[src/rtl/gemm_tile_sequencer_pkg.sv]
// Shared GEMM tile configuration: array geometry, sequencer states, and the
// array mode / operand-mux decode reused by other GEMM blocks.
package gemm_tile_sequencer_pkg;

  localparam logic [4:0] SMALL_SYS_ROWS = 5'd8;
  localparam logic [4:0] SMALL_SYS_COLS = 5'd8;

  typedef enum logic [2:0] {
    IDLE,
    CFG,
    LOAD_W,
    FEED,
    DRAIN,
    DONE
  } gemm_state_t;

  typedef enum logic [1:0] {
    MODE_WIDE      = 2'b00,
    MODE_VERTICAL  = 2'b01,
    MODE_TALL_WIDE = 2'b10,
    MODE_TALL      = 2'b11
  } gemm_mode_t;

  typedef struct packed {
    gemm_mode_t mode;
    logic       if_mux_sel;
    logic       w_mux_sel;
  } gemm_cfg_t;

  // Tall: reduction depth fits the small array rows; Wide: outputs overflow its columns.
  function automatic gemm_cfg_t gemm_mode_decode(input logic [4:0] ksize,
                                                 input logic [4:0] nsize);
    gemm_cfg_t cfg;
    logic      tall;
    logic      wide;
    tall           = (ksize <= SMALL_SYS_ROWS);
    wide           = (nsize > SMALL_SYS_COLS);
    cfg.mode       = gemm_mode_t'({tall, !wide});
    cfg.if_mux_sel = !tall;
    cfg.w_mux_sel  = tall;
    return cfg;
  endfunction

endpackage

[src/rtl/gemm_tile_sequencer_if.sv]
// Command/status bundle between the GEMM front end (master) and the tile
// sequencer (slave), including the input-feeder handshake.
interface gemm_tile_sequencer_if #(
  parameter int MSIZE_W = 8
) ();
  logic               start;
  logic               abort;
  logic [4:0]         ksize;
  logic [4:0]         nsize;
  logic [MSIZE_W-1:0] msize;
  logic               if_ready;

  logic               busy;
  logic               done;
  logic [1:0]         mode;
  logic               if_mux_sel;
  logic               w_mux_sel;
  logic               acc_clr;
  logic               w_load_en;
  logic [4:0]         w_row;
  logic               if_valid;
  logic [MSIZE_W-1:0] if_row;
  logic               drain_en;

  modport master (
    output start, abort, ksize, nsize, msize, if_ready,
    input  busy, done, mode, if_mux_sel, w_mux_sel, acc_clr,
           w_load_en, w_row, if_valid, if_row, drain_en
  );

  modport slave (
    input  start, abort, ksize, nsize, msize, if_ready,
    output busy, done, mode, if_mux_sel, w_mux_sel, acc_clr,
           w_load_en, w_row, if_valid, if_row, drain_en
  );
endinterface

[src/rtl/gemm_phase_counter.sv]
// Loadable down-counter shared by all sequencer phases; last_o flags the
// final cycle of the loaded count.
module gemm_phase_counter #(
  parameter int W = 8
) (
  input  logic         clk,
  input  logic         rst_n,
  input  logic         clr_i,
  input  logic         load_i,
  input  logic [W-1:0] load_val_i,
  input  logic         en_i,
  output logic         last_o
);
  logic [W-1:0] cnt_q;
  logic [W-1:0] cnt_d;

  // Saturates at zero so a stray enable never wraps the count.
  always_comb begin
    cnt_d = cnt_q;
    if (clr_i)                     cnt_d = '0;
    else if (load_i)               cnt_d = load_val_i;
    else if (en_i && cnt_q != '0)  cnt_d = cnt_q - 1'b1;
  end

  always_ff @(posedge clk or negedge rst_n) begin
    if (!rst_n) cnt_q <= '0;
    else        cnt_q <= cnt_d;
  end

  assign last_o = (cnt_q == W'(1));
endmodule

[src/rtl/gemm_tile_sequencer.sv]
// Steps one GEMM tile through config, weight load, input feed and drain;
// sole owner of the systolic array phase enables.
module gemm_tile_sequencer
  import gemm_tile_sequencer_pkg::*;
#(
  parameter int MSIZE_W   = 8,
  parameter int DRAIN_LAT = 31
) (
  input logic                 clk,
  input logic                 rst_n,
  gemm_tile_sequencer_if.slave bus
);
  localparam int DL_W  = $clog2(DRAIN_LAT + 1);
  localparam int SZ_W  = (MSIZE_W > 5) ? MSIZE_W : 5;
  localparam int CNT_W = (SZ_W > DL_W) ? SZ_W : DL_W;

  gemm_state_t        state_q;
  logic [4:0]         ksize_q;
  logic [4:0]         nsize_q;
  logic [MSIZE_W-1:0] msize_q;
  gemm_mode_t         mode_q;
  logic               if_mux_sel_q;
  logic               w_mux_sel_q;
  logic               done_q;
  logic               acc_clr_q;
  logic               w_load_en_q;
  logic [4:0]         w_row_q;
  logic               if_valid_q;
  logic [MSIZE_W-1:0] if_row_q;
  logic               drain_en_q;

  logic               cnt_clr;
  logic               cnt_load;
  logic               cnt_en;
  logic [CNT_W-1:0]   cnt_val;
  logic               cnt_last;
  logic               kill;
  gemm_cfg_t          cfg;

  assign kill = bus.abort && (state_q != IDLE);
  assign cfg  = gemm_mode_decode(ksize_q, nsize_q);

  // Counter is reloaded on each phase boundary with the next phase's length.
  always_comb begin
    cnt_clr  = 1'b0;
    cnt_load = 1'b0;
    cnt_en   = 1'b0;
    cnt_val  = '0;
    if (kill) begin
      cnt_clr = 1'b1;
    end else begin
      case (state_q)
        CFG: begin
          cnt_load = 1'b1;
          cnt_val  = CNT_W'(ksize_q);
        end
        LOAD_W: begin
          if (cnt_last) begin
            cnt_load = 1'b1;
            cnt_val  = CNT_W'(msize_q);
          end else begin
            cnt_en = 1'b1;
          end
        end
        FEED: begin
          if (bus.if_ready) begin
            if (cnt_last) begin
              cnt_load = 1'b1;
              cnt_val  = CNT_W'(DRAIN_LAT);
            end else begin
              cnt_en = 1'b1;
            end
          end
        end
        DRAIN:   cnt_en = 1'b1;
        default: ;
      endcase
    end
  end

  gemm_phase_counter #(.W(CNT_W)) u_phase_cnt (
    .clk        (clk),
    .rst_n      (rst_n),
    .clr_i      (cnt_clr),
    .load_i     (cnt_load),
    .load_val_i (cnt_val),
    .en_i       (cnt_en),
    .last_o     (cnt_last)
  );

  always_ff @(posedge clk or negedge rst_n) begin
    if (!rst_n) begin
      state_q      <= IDLE;
      ksize_q      <= '0;
      nsize_q      <= '0;
      msize_q      <= '0;
      mode_q       <= MODE_WIDE;
      if_mux_sel_q <= 1'b0;
      w_mux_sel_q  <= 1'b0;
      done_q       <= 1'b0;
      acc_clr_q    <= 1'b0;
      w_load_en_q  <= 1'b0;
      w_row_q      <= '0;
      if_valid_q   <= 1'b0;
      if_row_q     <= '0;
      drain_en_q   <= 1'b0;
    end else if (kill) begin
      // Cancel drops every strobe but keeps the array configuration.
      state_q     <= IDLE;
      done_q      <= 1'b0;
      acc_clr_q   <= 1'b0;
      w_load_en_q <= 1'b0;
      if_valid_q  <= 1'b0;
      drain_en_q  <= 1'b0;
    end else begin
      case (state_q)
        IDLE: begin
          if (bus.start) begin
            ksize_q <= bus.ksize;
            nsize_q <= bus.nsize;
            msize_q <= bus.msize;
            if (bus.ksize == '0 || bus.nsize == '0 || bus.msize == '0) begin
              state_q <= DONE;
              done_q  <= 1'b1;
            end else begin
              state_q   <= CFG;
              acc_clr_q <= 1'b1;
            end
          end
        end
        CFG: begin
          acc_clr_q    <= 1'b0;
          mode_q       <= cfg.mode;
          if_mux_sel_q <= cfg.if_mux_sel;
          w_mux_sel_q  <= cfg.w_mux_sel;
          w_load_en_q  <= 1'b1;
          w_row_q      <= '0;
          state_q      <= LOAD_W;
        end
        LOAD_W: begin
          if (cnt_last) begin
            w_load_en_q <= 1'b0;
            if_valid_q  <= 1'b1;
            if_row_q    <= '0;
            state_q     <= FEED;
          end else begin
            w_row_q <= w_row_q + 1'b1;
          end
        end
        FEED: begin
          if (bus.if_ready) begin
            if (cnt_last) begin
              if_valid_q <= 1'b0;
              drain_en_q <= 1'b1;
              state_q    <= DRAIN;
            end else begin
              if_row_q <= if_row_q + 1'b1;
            end
          end
        end
        DRAIN: begin
          if (cnt_last) begin
            drain_en_q <= 1'b0;
            done_q     <= 1'b1;
            state_q    <= DONE;
          end
        end
        DONE: begin
          done_q  <= 1'b0;
          state_q <= IDLE;
        end
        default: state_q <= IDLE;
      endcase
    end
  end

  assign bus.busy       = (state_q != IDLE);
  assign bus.done       = done_q;
  assign bus.mode       = mode_q;
  assign bus.if_mux_sel = if_mux_sel_q;
  assign bus.w_mux_sel  = w_mux_sel_q;
  assign bus.acc_clr    = acc_clr_q;
  assign bus.w_load_en  = w_load_en_q;
  assign bus.w_row      = w_row_q;
  assign bus.if_valid   = if_valid_q;
  assign bus.if_row     = if_row_q;
  assign bus.drain_en   = drain_en_q;
endmodule

[src/flat_wrapper.sv]
// flat-port wrapper written by rule: the top's interface ports become plain ports
module gemm_tile_sequencer_flat import gemm_tile_sequencer_pkg::*;
#(
  parameter int MSIZE_W   = 8,
  parameter int DRAIN_LAT = 31
)
  (clk, rst_n, bus_start, bus_abort, bus_ksize, bus_nsize, bus_msize, bus_if_ready, bus_busy, bus_done, bus_mode, bus_if_mux_sel, bus_w_mux_sel, bus_acc_clr, bus_w_load_en, bus_w_row, bus_if_valid, bus_if_row, bus_drain_en);
  gemm_tile_sequencer_if #(.MSIZE_W(MSIZE_W)) bus_i ();
  input logic clk;
  input logic rst_n;
  input wire logic [$bits(bus_i.start)-1:0] bus_start;
  input wire logic [$bits(bus_i.abort)-1:0] bus_abort;
  input wire logic [$bits(bus_i.ksize)-1:0] bus_ksize;
  input wire logic [$bits(bus_i.nsize)-1:0] bus_nsize;
  input wire logic [$bits(bus_i.msize)-1:0] bus_msize;
  input wire logic [$bits(bus_i.if_ready)-1:0] bus_if_ready;
  output wire logic [$bits(bus_i.busy)-1:0] bus_busy;
  output wire logic [$bits(bus_i.done)-1:0] bus_done;
  output wire logic [$bits(bus_i.mode)-1:0] bus_mode;
  output wire logic [$bits(bus_i.if_mux_sel)-1:0] bus_if_mux_sel;
  output wire logic [$bits(bus_i.w_mux_sel)-1:0] bus_w_mux_sel;
  output wire logic [$bits(bus_i.acc_clr)-1:0] bus_acc_clr;
  output wire logic [$bits(bus_i.w_load_en)-1:0] bus_w_load_en;
  output wire logic [$bits(bus_i.w_row)-1:0] bus_w_row;
  output wire logic [$bits(bus_i.if_valid)-1:0] bus_if_valid;
  output wire logic [$bits(bus_i.if_row)-1:0] bus_if_row;
  output wire logic [$bits(bus_i.drain_en)-1:0] bus_drain_en;
  assign bus_i.start = bus_start;
  assign bus_i.abort = bus_abort;
  assign bus_i.ksize = bus_ksize;
  assign bus_i.nsize = bus_nsize;
  assign bus_i.msize = bus_msize;
  assign bus_i.if_ready = bus_if_ready;
  assign bus_busy = bus_i.busy;
  assign bus_done = bus_i.done;
  assign bus_mode = bus_i.mode;
  assign bus_if_mux_sel = bus_i.if_mux_sel;
  assign bus_w_mux_sel = bus_i.w_mux_sel;
  assign bus_acc_clr = bus_i.acc_clr;
  assign bus_w_load_en = bus_i.w_load_en;
  assign bus_w_row = bus_i.w_row;
  assign bus_if_valid = bus_i.if_valid;
  assign bus_if_row = bus_i.if_row;
  assign bus_drain_en = bus_i.drain_en;
  gemm_tile_sequencer #(.MSIZE_W(MSIZE_W), .DRAIN_LAT(DRAIN_LAT)) u_core (.clk(clk), .rst_n(rst_n), .bus(bus_i));
endmodule
[config.mk]
export PLATFORM = sky130hd
export DESIGN_NAME = gemm_tile_sequencer_flat
export DESIGN_NICKNAME = d
export VERILOG_FILES = /design/src/rtl/gemm_tile_sequencer_pkg.sv /design/src/rtl/gemm_tile_sequencer_if.sv /design/src/rtl/gemm_phase_counter.sv /design/src/rtl/gemm_tile_sequencer.sv /design/src/flat_wrapper.sv
export SDC_FILE = /design/constraint.sdc
export NUM_CORES = 1
export LEC_CHECK = 0
export BUFFER_PORTS_ARGS = -buffer_cell sky130_fd_sc_hd__buf_2
export CAP_MARGIN = 5
export CORE_MARGIN = 2
export CORE_UTILIZATION = 45
export CTS_CLUSTER_SIZE = 40
export DETAILED_ROUTE_END_ITERATION = 6
export PLACE_DENSITY = 0.72
export SYNTH_ARGS = -nofsm -noshare
export SYNTH_HDL_FRONTEND = slang
export SYNTH_SLANG_ARGS = --single-unit
[constraint.sdc]
create_clock -name clk -period 5.35 [get_ports clk]
set_input_delay 1.07 -clock clk [delete_from_list [all_inputs] [get_ports clk]]
set_output_delay 1.07 -clock clk [all_outputs]
set_load 0.02 [all_outputs]
==> metrics.md, run 1 <==
| Metric | Value |
|---|---|
| Status | `completed` |
| Ys async rst share | `100%` |
| Data required, critical path | `5590 ps` |
| P_sw | `0.721 mW` |
| Max Fclk | `318 MHz` |
| Crit-path slowest cell | `nor4b_2` |
| Worst stage delay on the critical path | `1010 ps` |
| Root buffer selected by CTS | `clkbuf_8` |
| Top cells by count, synth | `50 x dfrtp_1, 27 x nand2_1, 22 x nor2_1` |
| Sequential share of power | `40.2%` |
| Row cnt | `28` |
| Slew @ Worst Pin | `1110 ps` |
| Starting DRT DRC Count | `151` |
| Global route overflow | `0` |
| RR Endpoint | `u_core.u_phase_cnt.cnt_q[6]$_DFFE_PN0P_` |
| Fin Hold WS | `487 ps` |
| Diode count | `0` |
| Setup crit end kind | `register` |
| Worst-path clk slew | `100 ps` |
| Cell taking the most area after synthesis | `dfrtp_1` |
| # DRC | `0` |
| Largest net degree at the start of global routing | `51` |
| Period utilization | `58.8%` |
| Worst Setup Start Kind | `input pin` |
| Overall Power | `1.68 mW` |
| Area growth, synth to finish | `13.7%` |
| Clock group share of total power | `13.8%` |
| CTS tree | `built` |
| H-tree depth | `2` |
| Antenna violations before repair | `0` |
| DR pass1 iterations | `4` |
| Die footprint | `0.00675 sq mm` |
| Seq/Total Area, Yosys | `45.5%` |
| Area occupied by multi-input gates | `0.00141 sq mm` |
| Pint | `0.962 mW` |
| Crit Path Max Fanout | `13` |
| Cell Pwr Density | `538 mW/mm^2` |
| Critical path class | `input pin to register` |
| Vias in the first global route | `2070` |
| Initial Utilization | `46.4%` |
| Worst r2r src | `u_core.state_q[1]$_DFFE_PN0P_` |
| Most common cell in the netlist | `dfrtp_1` |
| RePlAce Congestion | `0.886` |
| Syn. warnings | `0` |
| Post-CTS Setup Inserts | `0` |
| Most used DFF post-synth | `dfrtp_1` |
| First-pass GRT wire length | `9.76 mm` |
| Pleak | `1.43 nW` |
| Number of synthesized register bits | `50` |
| Top cells by area, synth | `dfrtp_1 46%, mux2_2 7.4%, nand2_1 3.7%, o21ai_0 3.3%, nor2_1 3.0%` |
| CP Cell Sequence | `buf_2 > nor3b_1 > nor4b_2 > and2_1 > o22ai_1 > a2bb2oi_1` |
| EDFF count, synth | `0` |
| CTS Buf Count | `5` |
| Hold Path Sink | `u_core.bus.mode[0]$_DFFE_PN0P_` |
| Max-slew violations | `0` |
| Sequential cell area | `0.00125 sq mm` |
| Setup-failing EPs final | `0` |
| Via count | `2285` |
| Max Clock Skew | `4.70 ps` |
| Synth Instances | `278` |
| Hold WC Path Type | `register to register` |
| Fin nets | `348` |
| Post-Synthesis Net Count | `305` |
| Core area | `0.00592 sq mm` |
| Final Routed Wirelength | `5.91 mm` |
| Setup tns final | `0 ps` |
| Peak supply drop | `336 uV` |
| GR Util All Layers | `18.6%` |
| CP bufs+invs | `1` |
| IO Pins | `46` |
| CTS max path bufs | `2` |
| Filler cells | `560` |
| Die Width | `82.2 microns` |
| Share of the synthesized area in the top cell type | `45.5%` |
| Maxcap violations | `0` |
| Max-Slew Margin vs Limit | `26.0%` |
| Switching share of power | `42.8%` |
| R2R setup slack | `2440 ps` |
| Final Hold Vio Count | `0` |
| Reg2reg path depth | `5` |
| CTS Sinks | `50` |
| Final core occ | `52.8%` |
| Die height | `82.2 microns` |
| Layout cells sized above 1 | `28.3%` |
| DR WL/cell | `14.9 microns` |
| Setup WS pre-CTS | `1870 ps` |
| Critical path arrival | `3380 ps` |
| Routed vias/inst | `5.76` |
| Combinational fraction of design power | `46.0%` |
| Worst path top cell family by delay | `simple AND/OR/NAND/NOR gates` |
| Synth Cell Area | `0.00275 sq mm` |
| Post-CTS sizing | `0` |
| Hold path cells | `1` |
| Syn avg cell area | `9.89 sq um` |
| Clock latency on the worst-skew pair | `310 ps` |
| HPWL after DPL | `4.27 mm` |
| Crit path time final | `3140 ps` |
| CTS Hold Bufs | `0` |
| RSZ-0062 raised after global routing | `no` |
| PortBufs | `45` |
| Synth unique cells | `55` |
| ANT nets after route | `0` |
| Final worst slack | `2210 ps` |
| Hold Startpoint | `u_core.nsize_q[4]$_DFFE_PN0P_` |
-- routing by layer --
layer,share of wire [%],GRT usage [%]
met1,47,26.2
met2,46,29.1
met5,0,0
met4,0.93,6.00
met3,5.6,3.15
-- cell families after synthesis --
family	after synthesis	share of synthesized area, %
adders and majority gates	4	1.82
buffers and inverters	20	3.32
AOI/OAI and AO/OA	74	19.1
muxes	19	7.74
and+or+nand+nor	104	20.3
DFF	50	45.5
xor gates and xnor gates	7	2.23
-- sequential cells by signal, indices dropped and copies added (netlist names) --
name,cells
u_core.u_phase_cnt.cnt_q,8
u_core.bus.w_row,5
u_core.bus.if_mux_sel,1
u_core.bus.drain_en,1
u_core.state_q,3
u_core.bus.w_mux_sel,1
u_core.nsize_q,5
u_core.bus.if_valid,1
u_core.bus.acc_clr,1
u_core.bus.mode,1
u_core.bus.w_load_en,1
u_core.bus.if_row,8
u_core.msize_q,8
u_core.ksize_q,5
u_core.bus.done,1
-- layout by cell type, fill, tap and decap left out, types with 5 or more instances in the layout --
cell type / count
mux2_2: 18
inv_1: 9
nand4_1: 5
a21oi_1: 10
dfrtp_1: 50
o31ai_1: 5
nor3b_1: 7
clkbuf_8: 5
nand2_1: 27
nor2b_1: 5
nor2_1: 22
buf_2: 45
o21ai_0: 18
xor2_1: 6
nor3_1: 6
-- power groups by stage --
stage	sequential, mW	combinational, mW	clock [mW]
after floorplan	0.658	0.592	0
after detailed placement	0.680	0.773	0
final	0.676	0.774	0.232
after global placement	0.676	0.755	0
after global routing	0.699	0.857	0.256
after CTS	0.672	0.776	0.239
-- stage by stage --
stage / instance area, sq um / std cells
after floorplan: 2750 / 278
after global placement: 3030 / 389
after detailed placement: 3030 / 389
after CTS: 3130 / 397
after global routing: 3130 / 397
final: 3130 / 397
-- area by class of cell --
cell class | count | share of cell area [%]
inverter | 9 | 1.08
tap | 75 | 3.00
clock inverter | 3 | 0.801
clock buffer | 5 | 2.20
timing repair buffer | 47 | 7.69
sequential | 50 | 40.0
multi-input combinational | 208 | 45.2
-- worst max path at each step --
stage                         start                                      end  slack, ps  cells after the start
after floorplan           bus_abort  u_core.u_phase_cnt.cnt_q[0]$_DFFE_PN0P_       2740                      6
after global placement    bus_abort  u_core.u_phase_cnt.cnt_q[6]$_DFFE_PN0P_       1950                      6
after detailed placement  bus_abort  u_core.u_phase_cnt.cnt_q[6]$_DFFE_PN0P_       1870                      6
after CTS                 bus_abort  u_core.u_phase_cnt.cnt_q[6]$_DFFE_PN0P_       2190                      6
after global routing      bus_abort  u_core.u_phase_cnt.cnt_q[6]$_DFFE_PN0P_       1890                      6
final                     bus_abort  u_core.u_phase_cnt.cnt_q[6]$_DFFE_PN0P_       2210                      6
Power figures use the tool's default switching activity.
==> run 2: changes to the inputs <==
==> constraint.sdc (replaced) <==
create_clock -name clk -period 2.95 [get_ports clk]
set_input_delay 0.59 -clock clk [delete_from_list [all_inputs] [get_ports clk]]
set_output_delay 0.59 -clock clk [all_outputs]
set_load 0.02 [all_outputs]
==> run 2 against run 1 <==
Global-route usage up 0.66 points. First-iteration DRC count down 6.6%. Wire length up 1.3%. Flip-flop and latch count unchanged. Largest power group unchanged.
==> metrics.md, run 2 (synthesis results as in run 1) <==
| Metric | Value |
|---|---|
| Largest net degree at the start of global routing | `51 (unchanged)` |
| P_sw | `1.29 mW (+79%)` |
| Clock latency on the worst-skew pair | `300 ps (about the same)` |
| Cell Pwr Density | `968 mW/mm^2 (+80%)` |
| Switching share of power | `42.2% (-0.67 points)` |
| Setup WS pre-CTS | `644 ps (-1230 ps)` |
| CTS Buf Count | `5 (unchanged)` |
| Critical path arrival | `2550 ps (-830 ps)` |
| Antenna violations before repair | `0 (unchanged)` |
| Data required, critical path | `3150 ps (-2440 ps)` |
| Peak supply drop | `503 uV (+49%)` |
| Post-route insts no fill | `403 (+1.5%)` |
| Fin nets | `355 (+2.0%)` |
| Global route overflow | `0 (unchanged)` |
| Diode count | `0 (unchanged)` |
| Final Hold Vio Count | `0 (unchanged)` |
| First-pass GRT wire length | `10.1 mm (+3.5%)` |
| Die footprint | `0.00675 sq mm (unchanged)` |
| Root buffer selected by CTS | `clkbuf_8` |
| Filler cells | `538 (-3.9%)` |
| # DRC | `0 (unchanged)` |
| Post-CTS sizing | `0 (unchanged)` |
| Initial Utilization | `46.4% (unchanged)` |
| Routed vias/inst | `5.71 (-0.80%)` |
| Pleak | `1.46 nW (+1.9%)` |
| Row cnt | `28 (unchanged)` |
| H-tree depth | `2 (unchanged)` |
| Worst Setup Start Kind | `register` |
| Layout cells sized above 1 | `29.6% (+1.3 points)` |
| Final worst slack | `602 ps (-1600 ps)` |
| DR pass1 iterations | `4 (unchanged)` |
| Slew @ Worst Pin | `631 ps (-476 ps)` |
| Clock group share of total power | `12.9% (-0.9 points)` |
| Setup-failing EPs final | `0 (unchanged)` |
| Sequential share of power | `39.2% (-1.0 points)` |
| Post-Place Cells | `396 (+1.8%)` |
| CTS Sinks | `50 (unchanged)` |
| Post-CTS Setup Inserts | `0 (unchanged)` |
| Gr busiest metal | `met2` |
| Vias in the first global route | `2154 (+4.1%)` |
| Pint | `1.77 mW (+84%)` |
| HPWL after DPL | `4.34 mm (+1.7%)` |
| Core area | `0.00592 sq mm (unchanged)` |
| Most frequent cells in the layout | `50 x dfrtp_1, 45 x buf_2, 27 x nand2_1, 22 x nor2_1` |
| CTS max path bufs | `2 (unchanged)` |
| CTS Hold Bufs | `0 (unchanged)` |
| Hold WC Path Type | `input pin to asynchronous set/reset pin` |
| Worst-path clk slew | `90 ps (about the same)` |
| Via count | `2301 (+0.70%)` |
| Final Routed Wirelength | `5.99 mm (+1.3%)` |
| GR Util All Layers | `19.2% (+0.66 points)` |
| Max Clock Skew | `4.78 ps (+0.0765 ps)` |
| Starting DRT DRC Count | `141 (-6.6%)` |
| Maxcap violations | `0 (unchanged)` |
| Met3 Usage GRT | `3.04% (-0.11 points)` |
| Met1 Usage GRT | `27.0% (+0.78 points)` |
| Combinational fraction of design power | `47.9% (+1.9 points)` |
| IO Pins | `46 (unchanged)` |
| Crit path time final | `2350 ps` |
| Crit Path Max Fanout | `16 (+3)` |
| Fin Hold WS | `371 ps (-115 ps)` |
| Period utilization | `79.6%` |
| Max-Slew Margin vs Limit | `58.0% (+32 points)` |
| Die Width | `82.2 microns (unchanged)` |
| CTS tree | `built` |
| Die height | `82.2 microns (unchanged)` |
| Area growth, synth to finish | `15.2%` |
| PortBufs | `45 (unchanged)` |
| Met2 GRT Util | `31.1% (+2.0 points)` |
| Setup crit end kind | `register` |
| ANT nets after route | `0 (unchanged)` |
| Setup tns final | `0 ps (unchanged)` |
| RSZ-0062 raised after global routing | `no` |
| Status | `completed` |
| DR WL/cell | `14.9 microns (-0.24%)` |
| Max Fclk | `426 MHz` |
| RePlAce Congestion | `0.826 (-6.7%)` |
| Max-slew violations | `0 (unchanged)` |
| Most common cell after layout, fill and taps aside | `dfrtp_1` |
| Critical path class | `register to register` |
## run 2: critical path, cell delays in order, from the launching register on
cell and delay [ps]:
dfrtp_1 550, or2_2 390, nor2_1 210, inv_1 100, a21oi_1 140, o21ai_0 90
buf_4 180, or2_1 300, o221a_2 280
## run 2: metrics by stage
step	power [mW]	area [sq um]	utilization (%)
final	3.07	3170	53.5
after global routing	3.31	3170	53.5
after CTS	3.08	3170	53.5
after detailed placement	2.68	3080	52.1
after global placement	2.63	3080	52.1
after floorplan	2.27	2750	-
## run 2: area by class of cell
type	count	area (sq um)	area share, %
clock buffers	5	68.8	2.17
multi-input cells	208	1410	44.6
repair buffers	54	293	9.24
inverters	9	33.8	1.07
flip-flops and latches	50	1250	39.5
well taps	75	93.8	2.96
clock inverters	2	15.0	0.474
## run 2: power groups by stage
stage,logic [mW],registers [mW],clock network (mW)
floorplan,1.07,1.19,0
global placement,1.44,1.20,0
detailed placement,1.47,1.21,0
CTS,1.48,1.20,0.410
global route,1.64,1.24,0.434
finish,1.47,1.20,0.395
## run 2: routing by layer
layer  wire length [microns]  vias to the layer above
met1                    2900                     1111
li1                        -                     1127
met3                     256                        6
met4                      69                        0
met2                    2760                       57
met5                       0                        -
## run 2: path summary, 6_finish.rpt
kind	slack, ps	startpoint	cells after the start	endpoint
worst max-delay path	600	u_core.state_q[1]$_DFFE_PN0P_	8	u_core.u_phase_cnt.cnt_q[3]$_DFFE_PN0P_
worst min-delay path	370	rst_n	2	u_core.nsize_q[4]$_DFFE_PN0P_
worst max register to register	600	u_core.state_q[1]$_DFFE_PN0P_	8	u_core.u_phase_cnt.cnt_q[3]$_DFFE_PN0P_
worst min register to register	470	u_core.nsize_q[4]$_DFFE_PN0P_	1	u_core.bus.mode[0]$_DFFE_PN0P_
max in group asynchronous	2140	rst_n	2	u_core.bus.acc_clr$_DFFE_PN0P_
min in group clk	470	u_core.nsize_q[4]$_DFFE_PN0P_	1	u_core.bus.mode[0]$_DFFE_PN0P_
==> run 3: changes to the inputs <==
--- a/config.mk
+++ b/config.mk
@@ -11,7 +11,7 @@
 export CORE_UTILIZATION = 45
 export CTS_CLUSTER_SIZE = 40
 export DETAILED_ROUTE_END_ITERATION = 6
-export PLACE_DENSITY = 0.72
+export PLACE_DENSITY = 0.75
 export SYNTH_ARGS = -nofsm -noshare
 export SYNTH_HDL_FRONTEND = slang
 export SYNTH_SLANG_ARGS = --single-unit
==> constraint.sdc (replaced) <==
create_clock -name clk -period 2.1 [get_ports clk]
set_input_delay 0.42 -clock clk [delete_from_list [all_inputs] [get_ports clk]]
set_output_delay 0.42 -clock clk [all_outputs]
set_load 0.02 [all_outputs]
==> run 3 against run 2 <==
Global-route usage rose by 1.6 points. Clock power rose by 55%. Highest routed layer unchanged. Final cell count rose by 6.5%. Sequential power rose by 35%. Critical endpoint unchanged. Wire length rose by 10%. Design area rose by 8.9%. Die area did not move. Utilization rose by 4.8 points. Via count rose by 5.5%. Total power rose by 55%. Critical path depth fell by 1. Worst hold slack got worse by 310 ps.
==> metrics.md, run 3 (synthesis results as in run 1) <==
| Metric | Value |
|---|---|
| Crit Path Max Fanout | `6 (-10)` |
| Global route overflow | `0 (unchanged)` |
| Die footprint | `0.00675 sq mm (unchanged)` |
| CTS tree | `built` |
| Most frequent cells in the layout | `49 x dfrtp_1, 45 x buf_2, 34 x buf_4, 27 x nand2_1, 21 x nor2_1` |
| IO Pins | `46 (unchanged)` |
| DR pass1 iterations | `4 (unchanged)` |
| DR WL/cell | `15.4 microns (+3.6%)` |
| Overall Power | `4.75 mW (+55%)` |
| Via count | `2427 (+5.5%)` |
| Period utilization | `98.6% (+19 points)` |
| Slew @ Worst Pin | `514 ps (-116 ps)` |
| Worst r2r src | `u_core.u_phase_cnt.cnt_q[0]$_DFFE_PN0P_` |
| ANT nets after route | `0 (unchanged)` |
| CTS Sinks | `50 (unchanged)` |
| Diode count | `0 (unchanged)` |
| Setup-failing EPs final | `0 (unchanged)` |
| GR Util All Layers | `20.8% (+1.6 points)` |
| Max-Slew Margin vs Limit | `65.6% (+7.7 points)` |
| Worst-path clk slew | `100 ps (about the same)` |
| H-tree depth | `2 (unchanged)` |
| Layout cells sized above 1 | `39.0% (+9.4 points)` |
| Most common cell after layout, fill and taps aside | `dfrtp_1` |
| Crit path time final | `2070 ps (-278 ps)` |
| Critical path arrival | `2270 ps (-280 ps)` |
| HPWL after DPL | `4.72 mm (+8.8%)` |
| Final core occ | `58.3% (+4.8 points)` |
| Fin Hold WS | `60.1 ps (-311 ps)` |
| Max Clock Skew | `11.5 ps (+6.70 ps)` |
| Setup crit end kind | `register` |
| Largest net degree at the start of global routing | `22 (-57%)` |
| Starting DRT DRC Count | `132 (-6.4%)` |
| Worst Setup Start Kind | `register` |
| CTS max path bufs | `2 (unchanged)` |
| Setup crit start | `u_core.u_phase_cnt.cnt_q[0]$_DFFE_PN0P_` |
| Die Width | `82.2 microns (unchanged)` |
| Critical path class | `register to register` |
| Maxcap violations | `0 (unchanged)` |
| Row cnt | `28 (unchanged)` |
| Routed vias/inst | `5.66 (-0.92%)` |
| Antenna violations before repair | `0 (unchanged)` |
| CTS Buf Count | `5 (unchanged)` |
| Cell Pwr Density | `1380 mW/mm^2 (+42%)` |
| Die height | `82.2 microns (unchanged)` |
| Pleak | `1.61 nW (+10%)` |
| Reg2reg path depth | `7 (-1)` |
| Peak supply drop | `640 uV (+27%)` |
| Status | `completed` |
| Clock latency on the worst-skew pair | `310 ps (about the same)` |
| Max Fclk | `483 MHz (+13%)` |
| Area growth, synth to finish | `25.5%` |
| RSZ-0062 raised after global routing | `yes` |
| PortBufs | `45 (unchanged)` |
| Final Routed Wirelength | `6.60 mm (+10%)` |
| First-pass GRT wire length | `10.8 mm (+7.0%)` |
| RePlAce Congestion | `0.862 (+4.4%)` |
| Final Hold Vio Count | `0 (unchanged)` |
| # DRC | `0 (unchanged)` |
| Fin nets | `380 (+7.0%)` |
| Data required, critical path | `2300 ps (-850 ps)` |
| CTS Hold Bufs | `0 (unchanged)` |
| Initial Utilization | `46.4% (unchanged)` |
| Core area | `0.00592 sq mm (unchanged)` |
| Max-slew violations | `0 (unchanged)` |
| Root buffer selected by CTS | `clkbuf_8` |
| Hold WC Path Type | `input pin to asynchronous set/reset pin` |
| Vias in the first global route | `2283 (+6.0%)` |
-- run 3: cell types whose count changed in the layout (fill, tap and decap cells not counted), moves of 2 or more --
cell      change
or3_2         -2
or3_4         +2
o21ai_0       -2
o21ai_1       +2
buf_4        +25
a221oi_1      -2
nor3b_1       -3
nor3b_2       +2
a21oi_2       +4
a221oi_2      +2
a21oi_1       -4
-- run 3: final cells by class --
| class | count | area, sq um |
|---|---|---|
| multi-input cells | 208 | 1490 |
| clock buffers | 6 | 82.6 |
| fillers | 514 | 2470 |
| clock inverters | 2 | 16.3 |
| flip-flops and latches | 50 | 1250 |
| repair buffers | 79 | 480 |
| well taps | 75 | 93.8 |
| inverters | 9 | 33.8 |
-- run 3: worst paths after layout --
kind                                                           endpoint  slack (ps)
worst min register to register           u_core.bus.mode[0]$_DFFE_PN0P_         470
worst max-delay path            u_core.u_phase_cnt.cnt_q[3]$_DFFE_PN0P_          30
worst min-delay path                   u_core.bus.w_load_en$_DFFE_PN0P_          60
worst max register to register  u_core.u_phase_cnt.cnt_q[3]$_DFFE_PN0P_          30
min in group clk                          u_core.ksize_q[2]$_DFFE_PN0P_         350
max in group asynchronous                 u_core.msize_q[7]$_DFFE_PN0P_        1430
-- run 3: per-layer routing --
metal	GRT usage, %	part of all wire, %
met1	27.6	47
met2	34.7	48
met3	4.67	3.1
met4	5.33	1.5
met5	0	0
-- run 3: stage by stage --
stage	cells	TNS (ps)	instance area (sq um)	setup slack (ps)
floorplan	278	0	2750	20.7
CTS	424	0	3350	17.3
global placement	414	0	3220	44.6
detailed placement	414	0	3220	0.623
global route	429	-148	3450	-55.1
finish	429	0	3450	29.8
-- run 3: report_power, final --
| group | switching (mW) | internal [mW] | leakage (nW) |
|---|---|---|---|
| combinational | 1.32 | 1.20 | 0.930 |
| sequential | 0.296 | 1.32 | 0.635 |
| clock | 0.340 | 0.272 | 0.0478 |
-- run 3: worst max-delay path, stage by stage, from the launching register on --
cell     delay, ps
dfrtp_1        450
ha_1           240
nor3b_4        170
buf_4          140
and3_2         240
a221o_1        320
a211o_1        290
o221a_2        120
-- run 3: repair_timing --
action / 4_1_cts / 5_1_grt
pin swaps: 2 / 2
gates resized for setup: 4 / 17
setup endpoints to repair: 5 / 12
setup buffers: 2 / 5
